## src/rtl/sort_pkg.sv

```systemverilog
// Shared types for the sort sequencer: per-key payload, FSM states and drain timing.
package sort_pkg;
   localparam int INDEX_WIDTH = 16;

   typedef struct packed {
      logic [INDEX_WIDTH-1:0] frame_id;
      logic [INDEX_WIDTH-1:0] key_id;
   } id_pair_s;

   typedef enum logic [2:0] {
      S_IDLE,
      S_CLEAR,
      S_LOAD,
      S_DISCARD,
      S_DRAIN,
      S_READ
   } seq_state_e;

   // Cycles the sequencer waits in DRAIN before reading regardless of the sorter flag.
   function automatic int drain_timeout(input int elements);
      return elements + 3;
   endfunction
endpackage

```

## src/rtl/sort_sequencer_if.sv

```systemverilog
// Upstream stream, downstream stream and sorter load/read port of the sort sequencer.
interface sort_sequencer_if
   import sort_pkg::*;
#(
   parameter int  ELEMENTS      = 64,
   parameter int  BIT_WIDTH     = 32,
   parameter type METADATA_TYPE = id_pair_s
);
   localparam int ADDR_W = (ELEMENTS > 1) ? $clog2(ELEMENTS) : 1;

   logic                 s_valid;
   logic                 s_ready;
   logic [BIT_WIDTH-1:0] s_data;
   METADATA_TYPE         s_metadata;
   logic                 s_last;

   logic                 m_valid;
   logic                 m_ready;
   logic [BIT_WIDTH-1:0] m_data;
   METADATA_TYPE         m_metadata;
   logic                 m_last;

   logic                 srt_rst;
   logic                 srt_in_valid;
   logic [BIT_WIDTH-1:0] srt_in_data;
   METADATA_TYPE         srt_in_metadata;
   logic                 srt_in_last;
   logic [ADDR_W-1:0]    srt_out_address;
   logic                 srt_out_last;
   logic [BIT_WIDTH-1:0] srt_out_data;
   METADATA_TYPE         srt_out_metadata;

   modport master (
      input  s_valid, s_data, s_metadata, s_last, m_ready,
             srt_out_last, srt_out_data, srt_out_metadata,
      output s_ready, m_valid, m_data, m_metadata, m_last,
             srt_rst, srt_in_valid, srt_in_data, srt_in_metadata, srt_in_last,
             srt_out_address
   );

   modport slave (
      output s_valid, s_data, s_metadata, s_last, m_ready,
             srt_out_last, srt_out_data, srt_out_metadata,
      input  s_ready, m_valid, m_data, m_metadata, m_last,
             srt_rst, srt_in_valid, srt_in_data, srt_in_metadata, srt_in_last,
             srt_out_address
   );
endinterface

```

## src/rtl/sort_sequencer.sv

```systemverilog
// Frames a key stream into an external sorter, waits for it to settle, then streams
// the sorted keys out in ascending address order with a registered output stage.
module sort_sequencer
   import sort_pkg::*;
#(
   parameter int  ELEMENTS      = 64,
   parameter int  BIT_WIDTH     = 32,
   parameter type METADATA_TYPE = id_pair_s,
   parameter int  CNT_W         = $clog2(ELEMENTS + 1)
) (
   input  logic             clk,
   input  logic             rst_n,
   sort_sequencer_if.master bus,
   output logic             busy,
   output logic             overflow,
   output logic [CNT_W-1:0] frame_count
);
   localparam int ADDR_W = (ELEMENTS > 1) ? $clog2(ELEMENTS) : 1;
   localparam int TMR_W  = $clog2(drain_timeout(ELEMENTS) + 1);
   localparam logic [CNT_W-1:0] LAST_IDX = CNT_W'(ELEMENTS - 1);
   localparam logic [TMR_W-1:0] TMO_LAST = TMR_W'(drain_timeout(ELEMENTS) - 1);

   seq_state_e state, state_nxt;

   logic                 s_open, beat, take, m_xfer, drain_done;
   logic [CNT_W-1:0]     rd_addr, frame_count_q;
   logic [TMR_W-1:0]     drain_tmr;
   logic                 overflow_q;

   logic                 srt_in_valid_q, srt_in_last_q;
   logic [BIT_WIDTH-1:0] srt_in_data_q;
   METADATA_TYPE         srt_in_meta_q;

   logic                 m_valid_q, m_last_q;
   logic [BIT_WIDTH-1:0] m_data_q;
   METADATA_TYPE         m_meta_q;

   assign s_open     = (state == S_LOAD) || (state == S_DISCARD);
   assign beat       = bus.s_valid && s_open;
   assign m_xfer     = m_valid_q && bus.m_ready;
   assign take       = (state == S_READ) && (!m_valid_q || bus.m_ready) && (rd_addr < frame_count_q);
   assign drain_done = bus.srt_out_last || (drain_tmr == TMO_LAST);

   always_ff @(posedge clk) begin
      if (!rst_n) state <= S_IDLE;
      else        state <= state_nxt;
   end

   always_comb begin
      state_nxt = state;
      case (state)
         S_IDLE:  state_nxt = S_CLEAR;
         S_CLEAR: state_nxt = S_LOAD;
         S_LOAD: begin
            if (beat) begin
               if (bus.s_last)                  state_nxt = S_DRAIN;
               else if (frame_count_q == LAST_IDX) state_nxt = S_DISCARD;
            end
         end
         S_DISCARD: if (beat && bus.s_last) state_nxt = S_DRAIN;
         S_DRAIN:   if (drain_done)          state_nxt = S_READ;
         S_READ:    if (m_xfer && m_last_q)  state_nxt = S_CLEAR;
         default:   state_nxt = S_IDLE;
      endcase
   end

   always_ff @(posedge clk) begin
      if (!rst_n) begin
         srt_in_valid_q <= 1'b0;
         srt_in_last_q  <= 1'b0;
         srt_in_data_q  <= '0;
         srt_in_meta_q  <= '0;
         overflow_q     <= 1'b0;
         frame_count_q  <= '0;
         rd_addr        <= '0;
         drain_tmr      <= '0;
         m_valid_q      <= 1'b0;
         m_last_q       <= 1'b0;
         m_data_q       <= '0;
         m_meta_q       <= '0;
      end else begin
         srt_in_valid_q <= 1'b0;
         srt_in_last_q  <= 1'b0;
         drain_tmr      <= '0;
         case (state)
            S_CLEAR: begin
               frame_count_q <= '0;
               overflow_q    <= 1'b0;
               rd_addr       <= '0;
            end
            S_LOAD: begin
               if (beat) begin
                  // A full sorter without s_last still needs a closing key, so force last.
                  srt_in_valid_q <= 1'b1;
                  srt_in_data_q  <= bus.s_data;
                  srt_in_meta_q  <= bus.s_metadata;
                  srt_in_last_q  <= bus.s_last || (frame_count_q == LAST_IDX);
                  frame_count_q  <= frame_count_q + 1'b1;
                  if (!bus.s_last && (frame_count_q == LAST_IDX)) overflow_q <= 1'b1;
               end
            end
            S_DRAIN: drain_tmr <= drain_tmr + 1'b1;
            S_READ: begin
               if (take) begin
                  m_valid_q <= 1'b1;
                  m_data_q  <= bus.srt_out_data;
                  m_meta_q  <= bus.srt_out_metadata;
                  m_last_q  <= (rd_addr == frame_count_q - 1'b1);
                  rd_addr   <= rd_addr + 1'b1;
               end else if (m_xfer) begin
                  m_valid_q <= 1'b0;
               end
            end
            default: ;
         endcase
      end
   end

   assign busy        = (state != S_IDLE);
   assign overflow    = overflow_q;
   assign frame_count = frame_count_q;

   assign bus.s_ready          = s_open;
   assign bus.m_valid          = m_valid_q;
   assign bus.m_data           = m_data_q;
   assign bus.m_metadata       = m_meta_q;
   assign bus.m_last           = m_last_q;
   // Combinational so the sorter clears in the very cycle reset is held.
   assign bus.srt_rst          = !rst_n || (state == S_CLEAR);
   assign bus.srt_in_valid     = srt_in_valid_q;
   assign bus.srt_in_data      = srt_in_data_q;
   assign bus.srt_in_metadata  = srt_in_meta_q;
   assign bus.srt_in_last      = srt_in_last_q;
   assign bus.srt_out_address  = rd_addr[ADDR_W-1:0];
endmodule

```

## src/flat_wrapper.sv

```systemverilog
// flat-port wrapper written by rule: the top's interface ports become plain ports
module sort_sequencer_flat import sort_pkg::*;
#(
   parameter int  ELEMENTS      = 64,
   parameter int  BIT_WIDTH     = 32,
   parameter type METADATA_TYPE = id_pair_s,
   parameter int  CNT_W         = $clog2(ELEMENTS + 1)
)
  (clk, rst_n, busy, overflow, frame_count, bus_s_valid, bus_s_data, bus_s_metadata, bus_s_last, bus_m_ready, bus_srt_out_last, bus_srt_out_data, bus_srt_out_metadata, bus_s_ready, bus_m_valid, bus_m_data, bus_m_metadata, bus_m_last, bus_srt_rst, bus_srt_in_valid, bus_srt_in_data, bus_srt_in_metadata, bus_srt_in_last, bus_srt_out_address);
  sort_sequencer_if #(.ELEMENTS(ELEMENTS), .BIT_WIDTH(BIT_WIDTH), .METADATA_TYPE(METADATA_TYPE)) bus_i ();
  input  logic clk;
  input  logic rst_n;
  output logic busy;
  output logic overflow;
  output logic [CNT_W-1:0] frame_count;
  input wire logic [$bits(bus_i.s_valid)-1:0] bus_s_valid;
  input wire logic [$bits(bus_i.s_data)-1:0] bus_s_data;
  input wire logic [$bits(bus_i.s_metadata)-1:0] bus_s_metadata;
  input wire logic [$bits(bus_i.s_last)-1:0] bus_s_last;
  input wire logic [$bits(bus_i.m_ready)-1:0] bus_m_ready;
  input wire logic [$bits(bus_i.srt_out_last)-1:0] bus_srt_out_last;
  input wire logic [$bits(bus_i.srt_out_data)-1:0] bus_srt_out_data;
  input wire logic [$bits(bus_i.srt_out_metadata)-1:0] bus_srt_out_metadata;
  output wire logic [$bits(bus_i.s_ready)-1:0] bus_s_ready;
  output wire logic [$bits(bus_i.m_valid)-1:0] bus_m_valid;
  output wire logic [$bits(bus_i.m_data)-1:0] bus_m_data;
  output wire logic [$bits(bus_i.m_metadata)-1:0] bus_m_metadata;
  output wire logic [$bits(bus_i.m_last)-1:0] bus_m_last;
  output wire logic [$bits(bus_i.srt_rst)-1:0] bus_srt_rst;
  output wire logic [$bits(bus_i.srt_in_valid)-1:0] bus_srt_in_valid;
  output wire logic [$bits(bus_i.srt_in_data)-1:0] bus_srt_in_data;
  output wire logic [$bits(bus_i.srt_in_metadata)-1:0] bus_srt_in_metadata;
  output wire logic [$bits(bus_i.srt_in_last)-1:0] bus_srt_in_last;
  output wire logic [$bits(bus_i.srt_out_address)-1:0] bus_srt_out_address;
  assign bus_i.s_valid = bus_s_valid;
  assign bus_i.s_data = bus_s_data;
  assign bus_i.s_metadata = bus_s_metadata;
  assign bus_i.s_last = bus_s_last;
  assign bus_i.m_ready = bus_m_ready;
  assign bus_i.srt_out_last = bus_srt_out_last;
  assign bus_i.srt_out_data = bus_srt_out_data;
  assign bus_i.srt_out_metadata = bus_srt_out_metadata;
  assign bus_s_ready = bus_i.s_ready;
  assign bus_m_valid = bus_i.m_valid;
  assign bus_m_data = bus_i.m_data;
  assign bus_m_metadata = bus_i.m_metadata;
  assign bus_m_last = bus_i.m_last;
  assign bus_srt_rst = bus_i.srt_rst;
  assign bus_srt_in_valid = bus_i.srt_in_valid;
  assign bus_srt_in_data = bus_i.srt_in_data;
  assign bus_srt_in_metadata = bus_i.srt_in_metadata;
  assign bus_srt_in_last = bus_i.srt_in_last;
  assign bus_srt_out_address = bus_i.srt_out_address;
  sort_sequencer #(.ELEMENTS(ELEMENTS), .BIT_WIDTH(BIT_WIDTH), .METADATA_TYPE(METADATA_TYPE), .CNT_W(CNT_W)) u_core (.clk(clk), .rst_n(rst_n), .bus(bus_i), .busy(busy), .overflow(overflow), .frame_count(frame_count));
endmodule
```

## config.mk

```make
export PLATFORM = sky130hd
export DESIGN_NAME = sort_sequencer_flat
export DESIGN_NICKNAME = d
export VERILOG_FILES = /design/src/rtl/sort_pkg.sv /design/src/rtl/sort_sequencer_if.sv /design/src/rtl/sort_sequencer.sv /design/src/flat_wrapper.sv
export SDC_FILE = /design/constraint.sdc
export NUM_CORES = 1
export LEC_CHECK = 0
export BUFFER_PORTS_ARGS = -buffer_cell sky130_fd_sc_hd__buf_4
export CORE_UTILIZATION = 47
export DETAILED_ROUTE_END_ITERATION = 12
export GPL_ROUTABILITY_DRIVEN = 0
export PLACE_DENSITY = 0.86
export SLEW_MARGIN = 20
export SYNTH_ARGS = -nofsm -noshare
export SYNTH_HDL_FRONTEND = slang
export SYNTH_SLANG_ARGS = --single-unit
```

## constraint.sdc

```tcl
create_clock -name clk -period 2.63 [get_ports clk]
set_input_delay 0.526 -clock clk [delete_from_list [all_inputs] [get_ports clk]]
set_output_delay 0.526 -clock clk [all_outputs]
set_load 0.1 [all_outputs]
```

Word-level counts from Yosys, hierarchy flattened

Cells that the tools add are included.

Equality and inequality tests: 15
$add $sub $neg: 4
Order comparisons: 1
Reductions and logical operators: 30
Muxes and demuxes: 17

Operators by type and width:

| kind                                                  | count |
|---|---|
| one-hot mux 7 bit (2 select lines)                    | 2 |
| adder 7 x 1 -> 7 bit, second input constant           | 3 |
| two-way mux 3 bit                                     | 6 |
| one-hot mux 3 bit (6 select lines)                    | 1 |
| two-way mux 7 bit                                     | 2 |
| AND reduction 2 bit                                   | 7 |
| == test 7 x 6 -> 1 bit, second input constant         | 1 |
| == test 7 bit                                         | 1 |
| == test 7 bit, second input constant                  | 1 |
| logical AND 1 bit                                     | 7 |
| < comparator 7 bit                                    | 1 |
| subtractor 7 x 1 -> 7 bit, second input constant      | 1 |
| == test 3 x 2 -> 1 bit, second input constant         | 2 |
| == test 3 bit, second input constant                  | 2 |
| inequality test 2 x 1 -> 1 bit, second input constant | 3 |
| inequality test 2 bit, second input constant          | 3 |
| AND reduction 3 bit                                   | 2 |
| nonzero test 2 bit                                    | 3 |
| logical OR 1 bit                                      | 5 |
| two-way mux 1 bit                                     | 5 |
| AND reduction 5 bit                                   | 1 |
| == test 3 x 1 -> 1 bit, second input constant         | 1 |
| zero test 1 bit                                       | 3 |
| zero test 3 bit                                       | 1 |
| 3 further kinds                                       | 3 |

Input bits: 134
Output and inout bits: 149
Register bits after elaboration: 157

Longest topological paths before layout

Depth after elaboration: 6
Mapped depth: 9

Worst setup path after synthesis

Ideal clock, no wire load.

Path kind: flip-flop to flip-flop
From: register u_core.frame_count_q[1], in the netlist u_core.frame_count[1]
To: register u_core.m_meta_q (netlist bit u_core.bus.m_metadata[21])
Path slack: -239 ps
Buffers on the path: 2
Arrival: 2798 ps
Cell stages (with the launch flop): 10
Cell sequence: dfxtp_1 inv_1 ha_1 nor2b_1 o21a_1 o21ai_1 clkbuf_1 clkbuf_1 nand3_1 a21oi_1

Cells in the longest elaborated chain, start to end: 3

Ends and longest elaborated chain:

| item                          | line                  | text |
|---|---|---|
| from (decl)                   | sort_sequencer.sv:26  | `logic [CNT_W-1:0] rd_addr, frame_count_q;` |
| from (signal assigned)        | sort_sequencer.sv:98  | `frame_count_q <= frame_count_q + 1'b1;` |
| < comparator 7 bit            | sort_sequencer.sv:41  | `assign take = (state == S_READ) && (!m_valid_q \|\| bus.m_ready) && (rd_addr < frame_count_q);` |
| logical AND 1 bit             | sort_sequencer.sv:41  |  |
| AND reduction 2 bit (no line) | -                     |  |
| to (signal assigned)          | sort_sequencer.sv:107 | `m_meta_q <= bus.srt_out_metadata;` |
| to (decl)                     | sort_sequencer.sv:36  | `METADATA_TYPE m_meta_q;` |

No other way between the ends.
A chain may end at the register's enable or synchronous reset.

Worst setup path after layout

From: register u_core.state[0]
To: output port bus_srt_rst

Cells in the longest elaborated chain, start to end: 2

Ends and longest elaborated chain:

| item                   | line                  | text |
|---|---|---|
| from (decl)            | sort_sequencer.sv:23  | `seq_state_e state, state_nxt;` |
| from (signal assigned) | sort_sequencer.sv:46  | `else state <= state_nxt;` |
| == test 3 x 1 -> 1 bit | sort_sequencer.sv:129 | `assign bus.srt_rst = !rst_n \|\| (state == S_CLEAR);` |
| logical OR 1 bit       | sort_sequencer.sv:129 |  |
| to (decl)              | flat_wrapper.sv:29    | `output wire logic [$bits(bus_i.srt_rst)-1:0] bus_srt_rst;` |

No other way between the ends.

==> results_tabular.tex <==
\begin{tabular}{lr}
\hline
Metric & Value \\
\hline
\multicolumn{2}{l}{\textbf{Run status}} \\
\quad Run status & completed \\
\multicolumn{2}{l}{\textbf{Setup path}} \\
\quad Crit path max-delay cell type & sky130\_fd\_sc\_hd\_\_or3b\_2 \\
\quad Flop2flop setup slack & 380 ps \\
\quad Setup Crit Path Kind & reg -> out \\
\quad R2r worst-path depth & 7 \\
\quad Element type at the critical path end & output port \\
\quad Worst path cell trace & or3b\_2 -> and2\_1 -> inv\_2 -> buf\_4 \\
\quad CP peak stage delay & 560 ps \\
\quad Crit path max-delay family & simple AND/OR/NAND/NOR gates \\
\quad Arrival time of data at the critical path endpoint & 1970 ps \\
\quad Category of the worst setup path launch point & flip-flop \\
\quad Capture instance of the worst register-to-register path & u\_core.rd\_addr[5] \\
\quad Number of buffer and inverter stages on the critical path & 2 \\
\quad Reg-to-reg startpoint & u\_core.frame\_count[4] \\
\quad Worst Path Max Fanout & 7 \\
\quad Critical path data required time & 2100 ps \\
\multicolumn{2}{l}{\textbf{STA}} \\
\quad Setup Total Neg Slack & 0 ps \\
\quad Max-slew headroom & 0.675 \\
\quad Clock period minus worst slack & 2500 ps \\
\quad Final setup violation count & 0 \\
\quad Unrepaired setup endpoints after global routing & no \\
\quad Final period util & 0.949 \\
\quad Clock Skew & 7.32 ps \\
\quad Worst-margin pin slew & 488 ps \\
\quad Max-slew violation total from the final report & 0 \\
\quad Fmax achieved & 0.401 GHz \\
\quad Fin worst setup slack & 133 ps \\
\quad Count of final hold-check violations & 0 \\
\multicolumn{2}{l}{\textbf{Routing}} \\
\quad Final ANT Viol Nets & 0 \\
\quad Length of the first detailed-routing pass in iterations & 5 \\
\quad Final WL & 18,500 um \\
\quad Total via count in the routed design & 6,434 \\
\quad Post-detailed-route via-to-cell ratio & 5.30 \\
\quad Post-detailed-route wirelength per cell & 15.2 um \\
\quad DRC violation count after routing & 0 \\
\quad 1st-iter DRT viols & 439 \\
\multicolumn{2}{l}{\textbf{Synth}} \\
\quad Commonest cells in the netlist & sky130\_fd\_sc\_hd\_\_dfxtp\_1, sky130\_fd\_sc\_hd\_\_nand2\_1, sky130\_fd\_sc\_hd\_\_a21oi\_1, sky130\_fd\_sc\_hd\_\_nand3\_1, sky130\_fd\_sc\_hd\_\_o21ai\_0 \\
\quad Average cell area after synthesis & 8.04 um2 \\
\quad Count of unique library cells instantiated by Yosys & 46 \\
\quad Leading post-synthesis cells by cell area & sky130\_fd\_sc\_hd\_\_dfxtp\_1, sky130\_fd\_sc\_hd\_\_a21oi\_1, sky130\_fd\_sc\_hd\_\_nand2\_1, sky130\_fd\_sc\_hd\_\_nand3\_1, sky130\_fd\_sc\_hd\_\_o21ai\_0 \\
\quad Netlist area before placement & 0.00629 mm2 \\
\quad Yosys warning total & 0 \\
\quad Sequential cell area fraction in the yosys report & 0.500 \\
\quad Cell accounting for the most synthesized area & sky130\_fd\_sc\_hd\_\_dfxtp\_1 \\
\quad Share of Yosys cell area claimed by the top area cell type & 0.500 \\
\quad Net count of the mapped netlist & 928 \\
\quad Number of enable flip-flop cells after synthesis & 0 \\
\quad Flop and latch count out of synthesis & 157 \\
\quad Mapped Cells & 782 \\
\quad Top\_reg\_cell synth & sky130\_fd\_sc\_hd\_\_dfxtp\_1 \\
\quad Share of synthesized flip-flops with an asynchronous set or reset & 0 \\
\quad Most repeated cell in the gate-level netlist after synthesis & sky130\_fd\_sc\_hd\_\_dfxtp\_1 \\
\multicolumn{2}{l}{\textbf{Clock network}} \\
\quad Clock slew seen by the registers of the worst setup and hold paths & 60 ps \\
\quad H-tree levels & 4 \\
\quad Number of post-CTS setup repair buffers & 0 \\
\quad Post-CTS Hold Fix Bufs & 0 \\
\quad Insertion delay to the later sink of the worst-skew pair & 420 ps \\
\quad Clock tree from TritonCTS & done \\
\quad Maximum count of clock buffers along a single path & 2 \\
\quad Resize count post-CTS & 0 \\
\quad Number of buffers created by CTS & 17 \\
\quad Root Buffer & sky130\_fd\_sc\_hd\_\_clkbuf\_16 \\
\quad Number of clock sinks seen by CTS & 157 \\
\multicolumn{2}{l}{\textbf{Pwr}} \\
\quad Int Pwr & 4.39 mW \\
\quad Leak & 3.74 nW \\
\quad Proportion of total power due to net switching & 0.324 \\
\quad Sequential share of power & 0.388 \\
\quad Overall power & 6.50 mW \\
\quad Power share of the clock group & 0.385 \\
\quad Power per standard cell area & 711 mW/mm2 \\
\quad Comb pwr share & 0.227 \\
\quad Worst voltage drop across the vdd grid & 0.674 mV \\
\quad Net switching power of the design & 2.11 mW \\
\multicolumn{2}{l}{\textbf{Floorplan}} \\
\quad Die area & 0.0138 mm2 \\
\quad Die Ht & 118 um \\
\quad Core Footprint & 0.0128 mm2 \\
\quad Width of the chip & 118 um \\
\quad Row count & 41 \\
\quad Total I/O pin count & 283 \\
\quad Effective utilization at floorplan & 0.490 \\
\multicolumn{2}{l}{\textbf{Place}} \\
\quad Instance area after placement & 0.00855 mm2 \\
\quad DP Wirelength & 12,600 um \\
\quad Buffers added on ports & 282 \\
\quad Placement Setup Slack & 399 ps \\
\quad Post-Place Cells & 1,183 \\
\multicolumn{2}{l}{\textbf{Global routing}} \\
\quad Overall Global Routing Usage & 0.256 \\
\quad Number of global-route vias before repair & 5,924 \\
\quad Sum of overflow across all layers after global routing & 0 \\
\quad Initial antenna violation count & 0 \\
\quad Pin count of the biggest net entering global routing & 70 \\
\quad First-pass GRT wire length & 28,800 um \\
\multicolumn{2}{l}{\textbf{Cells and area}} \\
\quad Filler Cells Inserted & 1,031 \\
\quad Fin nets & 1,176 \\
\quad Filler-free cell count of the finished design & 1,215 \\
\quad Cell area after layout & 0.00915 mm2 \\
\quad Share of layout cells above drive strength 1 & 0.333 \\
\quad Number of antenna diodes & 0 \\
\quad Layout Area Growth over Synthesis & 45.5\% \\
\multicolumn{2}{l}{\textbf{Hold path}} \\
\quad Class of the worst hold path & in -> reg \\
\quad Worst min-delay path endpoint & u\_core.bus.srt\_in\_data[3] \\
\quad Hold\_sp & bus\_s\_data[3] \\
\quad Worst hold path cell count & 3 \\
\multicolumn{2}{l}{\textbf{Run}} \\
\quad Number of max-cap violations & 0 \\
\hline
\end{tabular}
per-stage QoR:
step	utilization	hold WS (ps)
2_1_floorplan	-	441
3_3_place_gp	0.667	442
3_5_place_dp	0.667	447
4_1_cts	0.713	339
5_1_grt	0.713	346
6_report	0.713	353
final cells by class:
cell class / instances / area (um2) / area share
clock buffers: 21 / 460 / 0.0503
inverters: 15 / 58.8 / 0.00643
clock inverters: 11 / 141 / 0.0155
repair buffers: 297 / 2300 / 0.252
flip-flops and latches: 157 / 3150 / 0.344
well taps: 172 / 215 / 0.0235
multi-input cells: 542 / 2820 / 0.308
cell usage in the layout (no fill, tap or decap), types with 5 or more instances in the layout:
master / n
sky130_fd_sc_hd__or4_1: 5
sky130_fd_sc_hd__nand3_1: 78
sky130_fd_sc_hd__buf_4: 291
sky130_fd_sc_hd__nor2_1: 23
sky130_fd_sc_hd__xnor2_1: 13
sky130_fd_sc_hd__o31ai_1: 5
sky130_fd_sc_hd__nand2_1: 144
sky130_fd_sc_hd__dfxtp_1: 150
sky130_fd_sc_hd__clkbuf_16: 17
sky130_fd_sc_hd__o21ai_0: 69
sky130_fd_sc_hd__inv_1: 13
sky130_fd_sc_hd__dfxtp_2: 7
sky130_fd_sc_hd__a21oi_1: 141
sky130_fd_sc_hd__ha_1: 12
sky130_fd_sc_hd__buf_12: 6
worst max path at each step:
stage,from,to,cells past startpoint
final,u_core.state[0],bus_srt_rst,4
after detailed placement,u_core.frame_count[6],u_core.bus.m_data[18],8
after floorplan,u_core.state[2],u_core.state[0],5
after global routing,u_core.state[0],bus_srt_rst,4
after CTS,u_core.state[0],bus_srt_rst,4
after global placement,u_core.frame_count[6],u_core.rd_addr[5],7
sequential cells by signal, summed over array words and instances (netlist names):
name / cells
u_core.bus.m_valid: 1
u_core.overflow: 1
u_core.bus.srt_in_valid: 1
u_core.bus.srt_in_data: 32
u_core.state: 3
u_core.bus.srt_in_last: 1
u_core.drain_tmr: 7
u_core.bus.m_last: 1
u_core.frame_count: 7
u_core.bus.m_metadata: 32
u_core.bus.m_data: 32
u_core.bus.srt_in_metadata: 32
u_core.rd_addr: 7
metal layers:
metal / vias to the layer above / track usage / part of all wire
li1: 3179 / - / -
met1: 2977 / 0.305 / 0.41
met2: 250 / 0.425 / 0.49
met3: 28 / 0.0824 / 0.083
met4: 0 / 0.103 / 0.022
met5: - / 0 / 0
kinds of logic (layout without fill, tap and decap cells):
family	after synthesis	in the layout	synth area share
AO/OA/AOI/OAI	233	233	0.196
XOR/XNOR	17	17	0.0237
flip-flops	157	157	0.500
buffers and inverters	83	344	0.0549
adder cells (fa/ha/maj)	12	12	0.0239
AND/OR/NAND/NOR	280	280	0.202
tightest hold or removal path: stages:
cell                      delay (ps)
sky130_fd_sc_hd__buf_4           110
sky130_fd_sc_hd__nand2_1          40
sky130_fd_sc_hd__a21oi_1          50
power by group through the flow:
stage | logic, mW | registers, mW | clock network, mW
5_1_grt | 1.55 | 2.53 | 2.62
6_report | 1.48 | 2.52 | 2.50
4_1_cts | 1.48 | 2.52 | 2.53
2_1_floorplan | 0.490 | 3.11 | 0
3_5_place_dp | 1.47 | 2.57 | 0
3_3_place_gp | 1.46 | 2.57 | 0
Power figures use the tool's default switching activity.
